<file path="src/rtl/reg_file.sv">
// 32 x 32-bit RISC-V integer register file: two combinational read ports, one clocked write port, x0 hardwired to zero.
// Optional build macro REG_FILE_BYPASS_EN adds write-first forwarding from WD3 to the read ports.
module reg_file #(
   parameter int DATA_WIDTH = 32,
   parameter int ADDR_WIDTH = 5
) (
   input  logic                  clk,
   input  logic                  reset,
   input  logic                  WE3,
   input  logic [ADDR_WIDTH-1:0] A1,
   input  logic [ADDR_WIDTH-1:0] A2,
   input  logic [ADDR_WIDTH-1:0] A3,
   input  logic [DATA_WIDTH-1:0] WD3,
   output logic [DATA_WIDTH-1:0] RD1,
   output logic [DATA_WIDTH-1:0] RD2
);

   localparam int NREGS = 1 << ADDR_WIDTH;

   logic [DATA_WIDTH-1:0] regs_q [NREGS];
   logic [DATA_WIDTH-1:0] regs_d [NREGS];
   logic                  wr_hit;
   logic [DATA_WIDTH-1:0] rd1;
   logic [DATA_WIDTH-1:0] rd2;

   // A write to x0 is dropped here so entry 0 never leaves its reset value.
   assign wr_hit = WE3 && (A3 != '0);

   always_comb begin
      regs_d = regs_q;
      if (wr_hit) begin
         regs_d[A3] = WD3;
      end
      regs_d[0] = '0;
   end

   always_ff @(posedge clk or posedge reset) begin
      if (reset) begin
         for (int i = 0; i < NREGS; i++) begin
            regs_q[i] <= '0;
         end
      end else begin
         regs_q <= regs_d;
      end
   end

   always_comb begin
      rd1 = regs_q[A1];
      rd2 = regs_q[A2];
`ifdef REG_FILE_BYPASS_EN
      if (wr_hit && (A1 == A3)) begin
         rd1 = WD3;
      end
      if (wr_hit && (A2 == A3)) begin
         rd2 = WD3;
      end
`endif
      // Reset masks the outputs directly so the forwarding path cannot leak WD3.
      if (reset || (A1 == '0)) begin
         rd1 = '0;
      end
      if (reset || (A2 == '0)) begin
         rd2 = '0;
      end
   end

   assign RD1 = rd1;
   assign RD2 = rd2;

endmodule

</file>
<file path="config.mk">
export PLATFORM = sky130hd
export DESIGN_NAME = reg_file
export DESIGN_NICKNAME = d
export VERILOG_FILES = /design/src/rtl/reg_file.sv
export SDC_FILE = /design/constraint.sdc
export NUM_CORES = 2
export LEC_CHECK = 0
export BUFFER_PORTS_ARGS = -buffer_cell sky130_fd_sc_hd__buf_2
export CAP_MARGIN = 0
export CELL_PAD_IN_SITES_DETAIL_PLACEMENT = 1
export CELL_PAD_IN_SITES_GLOBAL_PLACEMENT = 2
export CORE_MARGIN = 4
export CORE_UTILIZATION = 52
export CTS_BUF_LIST = sky130_fd_sc_hd__clkbuf_8
export CTS_CLUSTER_DIAMETER = 50
export CTS_CLUSTER_SIZE = 24
export DETAILED_ROUTE_END_ITERATION = 10
export GPL_ROUTABILITY_DRIVEN = 0
export PLACE_DENSITY = 0.86
export RECOVER_POWER = 100
export SLEW_MARGIN = 20
export SYNTH_ARGS = -nofsm -noshare
export SYNTH_HDL_FRONTEND = slang
export SYNTH_SLANG_ARGS = --single-unit
</file>
<file path="constraint.sdc">
create_clock -name clk -period 30.4 [get_ports clk]
set_clock_uncertainty 0.15 [all_clocks]
set_input_delay 4.56 -clock clk [delete_from_list [all_inputs] [get_ports clk]]
set_output_delay 4.56 -clock clk [all_outputs]
set_load 0.01 [all_outputs]
</file>
---- Word-level counts from Yosys, hierarchy flattened ----
Cells that the tools add are included.
storage, ports and cells
  register bits ........................... 992
  output and inout port bits .............. 64
  word-level logic and storage cells ...... 56
operators by class
  magnitude comparators ................... 4
  multiplexer cells ....................... 11
  bitwise operators ....................... 3
  reductions and logical operators ........ 7
operators by type and width
  kind                                                         count
  bitwise mux 1024 bit                                         1
  binary-select mux 32 bit (select 5 bit)                      2
  two-way mux 32 bit                                           7
  demux 32 bit (select 5 bit)                                  1
  >= comparator 6 bit (second input constant)                  3
  inverter 5 -> 6 bit                                          3
  logical NOT 5 bit                                            2
  less-than comparator 6 x 1 -> 1 bit (second input constant)  1
  nonzero test 5 bit                                           1
  logical AND 1 bit                                            2
  logical OR 1 bit                                             2

---- Longest topological paths before layout ----
  depth in word-level cells ............... 6
  mapped depth ............................ 8
  depth with buffers taken out ............ 4

---- Least setup slack after synthesis ----
Ideal clock, no wire load.
  path kind ............................... input to output
  from .................................... in reset
  to ...................................... out RD1[1]
  arrival time ............................ 18,274 ps
  setup slack ............................. 7,416 ps
  cell stages on the path ................. 4
  buffers on the path ..................... 1
  cells stage by stage .................... inv_1 buf_2 nand4_1 a222oi_1
on the way
  cells in the longest elaborated chain, start to end .. 2
RTL lines
  element             RTL line  text
  start, declared     8         input logic reset,
  logical OR 1 bit    59        if (reset || (A1 == '0)) begin
  two-way mux 32 bit  59
  end, declared       14        output logic [DATA_WIDTH-1:0] RD1,
Every way passes these cells.

---- Worst setup path in the final report ----
  from .................................... in reset
  to ...................................... out RD1[3]
The elaborated chain is that of the path after synthesis.

==> results_dict.tcl <==
set metrics [dict create \
    max_freq_mhz 51.4 \
    async_reset_ff_share_pct 100 \
    cts_resized 0 \
    final_util_pct 56.3 \
    io_pins 114 \
    synth_area_leader_cell "dfrtp_1" \
    ctsHtreeMaxLevel 3 \
    cts_buffers 119 \
    postCtsSetupBuffers 0 \
    drtPass1Iterations 7 \
    synth_flop_cell "dfrtp_1" \
    drt_iter0_drc 4192 \
    largest_reg_flops 992 \
    dieArea_sq_um 109000 \
    ys_types 44 \
    drc 0 \
    fin_tns_setup_ns 0 \
    clockRootBuffer "clkbuf_8" \
    rsz0062_at_grt "false" \
    netlist_top_cells_count "mux2_2, dfrtp_1, mux4_2" \
    yosysMostFrequentCell "mux2_2" \
    p_leak_nw 24.9 \
    area_growth_pct 6.98 \
    cts_tree "built" \
    failed_checks "capacitance limit, slew limit" \
    crit_top_cell "clkbuf_1" \
    grt_pass1_wl_mm 276 \
    path_class "input port to output port" \
    worstPathArrival_ns 14.74 \
    grt_start_max_net_pins 130 \
    setup_viol 0 \
    num-fill-cells 9391 \
    placeableCoreArea_sq_um 102000 \
    reg.largest.list "regs_q: 992 flops" \
    rr_worst_depth 1 \
    initial_core_util_pct 52.6 \
    max_stage_delay_ns 2.80 \
    hp-class "flip-flop to flip-flop" \
    synth_warnings 0 \
    ys_seq_area_share_pct 46.1 \
    hold_depth 1 \
    cap_violations 68 \
    clkSinkCount 992 \
    outcome "finished, violations left" \
    drive_gt1_share_pct 50.6 \
    finalCritPeriodShare_pct 64.0 \
    synthTopCellsByArea "dfrtp_1, mux2_2, mux4_2" \
    globalRouteTotalUtil_pct 34.7 \
    dpl.hpwl_mm 108 \
    finalHoldViolCount 0 \
    worst_pin_slew_ns 4.77 \
    vias 35900 \
    grt_overflow_total 0 \
    multi_input_comb_area_sq_um 27000 \
    synth_area_sq_um 53800 \
    grt_pass1_vias 38800 \
    finalWirelength_mm 189 \
    clockBufferDepth 3 \
    fin_nets 3559 \
    largest-register "regs_q" \
    required_ns 25.69 \
    core.rowCount 117 \
    vdd_drop_max_mv 0.0354 \
    antenna_found_initial 14 \
    synth_edf_count 0 \
    io_buffers 113 \
    powerDensity_nw_per_um2 65.4 \
    clk_pin_slew_ns 0.08 \
    slew_headroom_pct -220 \
    ys_ff_latch 992 \
    die_height_microns 330 \
    path_max_fanout 129 \
    cp-end-kind "output port" \
    crit_chain "clkbuf_1 -> clkinvlp_2 -> clkbuf_1 -> buf_12 -> clkbuf_1 -> nand4_1 -> a222oi_1 -> clkbuf_1" \
    synth_top_area_share_pct 46.1 \
    synthCells 3576 \
    viasPerCell 7.20 \
    insertion_delay_ns 0.81 \
    slew_viol_final 1965 \
    seq_area_sq_um 24800 \
    die_w_microns 330 \
    cp_slowest_cell "clkbuf_1" \
    wl_per_cell_microns 37.9 \
    cts_hold_buffers 0 \
    syn_avg_cell_area_sq_um 15.1 \
    period_minus_slack_ns 19.45 \
    syn_nets 3626 \
    ant_nets 0 \
    crit_path_start_kind "input port" \
]
[layout make-up]
| cell class | count | area share [%] |
|---|---|---|
| timing repair buffer | 200 | 1.90 |
| clock buffer | 132 | 3.15 |
| inverter | 1 | 0.00869 |
| multi-input combinational | 2195 | 46.9 |
| sequential | 992 | 43.1 |
| antenna | 7 | 0.0304 |
| tap | 1368 | 2.97 |
| clock inverter | 90 | 1.94 |
[power by group]
group          internal (mW)  switching (mW)  total (mW)
Sequential              1.58           0.210        1.79
Clock                  0.582           0.575        1.16
Combinational          0.472           0.352       0.824
[final timing paths]
path / start / end / slack, ns
setup reg to reg: regs_q[525] / regs_q[525] / 29.35
min in group asynchronous: reset / regs_q[44] / 5.12
setup / recovery: reset / RD1[3] / 10.95
hold reg to reg: regs_q[313] / regs_q[313] / 0.38
hold / removal: regs_q[313] / regs_q[313] / 0.38
max in group asynchronous: reset / regs_q[24] / 15.13
[logic make-up after synthesis]
group / synth area share (%)
compound gates: 4.30
buf+inv: 3.85
flops: 46.1
mux: 43.7
simple gates: 2.04
[through the flow]
step	hold WS (ns)	setup WS [ns]	std cells	area, sq um	power (mW)
detailed placement	0.363	16.63	4756	55100	2.62
floorplan	0.338	7.42	3576	53800	2.36
global placement	0.348	16.76	4756	55100	2.53
CTS	0.381	16.62	4978	58000	3.77
finish	0.379	10.95	4985	57600	3.77
global route	0.393	9.34	4984	57600	3.91
[critical path, delay by kind of cell]
family                 cells  cell delay (ns)
AO/OA/AOI/OAI              1             0.96
buffers and inverters      6             8.55
AND/OR/NAND/NOR            1             0.40
[routing by layer]
metal	vias to the layer above	wire, microns	GRT usage, %
met4	8	9350	15.8
met5	-	55	0
met1	19600	74500	47.5
met3	522	16800	6.42
li1	13800	-	-
met2	1985	88000	54.4
[cells in the final DEF (no fill, tap or decap), drive strengths merged]
cell type / instances
inv: 25
or3b: 1
or2: 3
mux2i: 229
nand3b: 4
clkbuf: 219
clkinv: 31
and2: 4
nor3b: 4
nand2: 47
a221oi: 4
a22oi: 66
a221o: 62
o41ai: 2
o21bai: 2
clkinvlp: 16
a222oi: 29
nand3: 2
o31a: 2
nor2: 19
mux2: 1118
a32oi: 33
nand4: 29
a2111oi: 33
buf: 113
a21oi: 33
nor3: 5
nand2b: 66
diode: 7
bufinv: 19
and3b: 1
and3: 1
nor2b: 14
mux4: 382
dfrtp: 992
No activity file was read; power rests on OpenSTA's default activity.
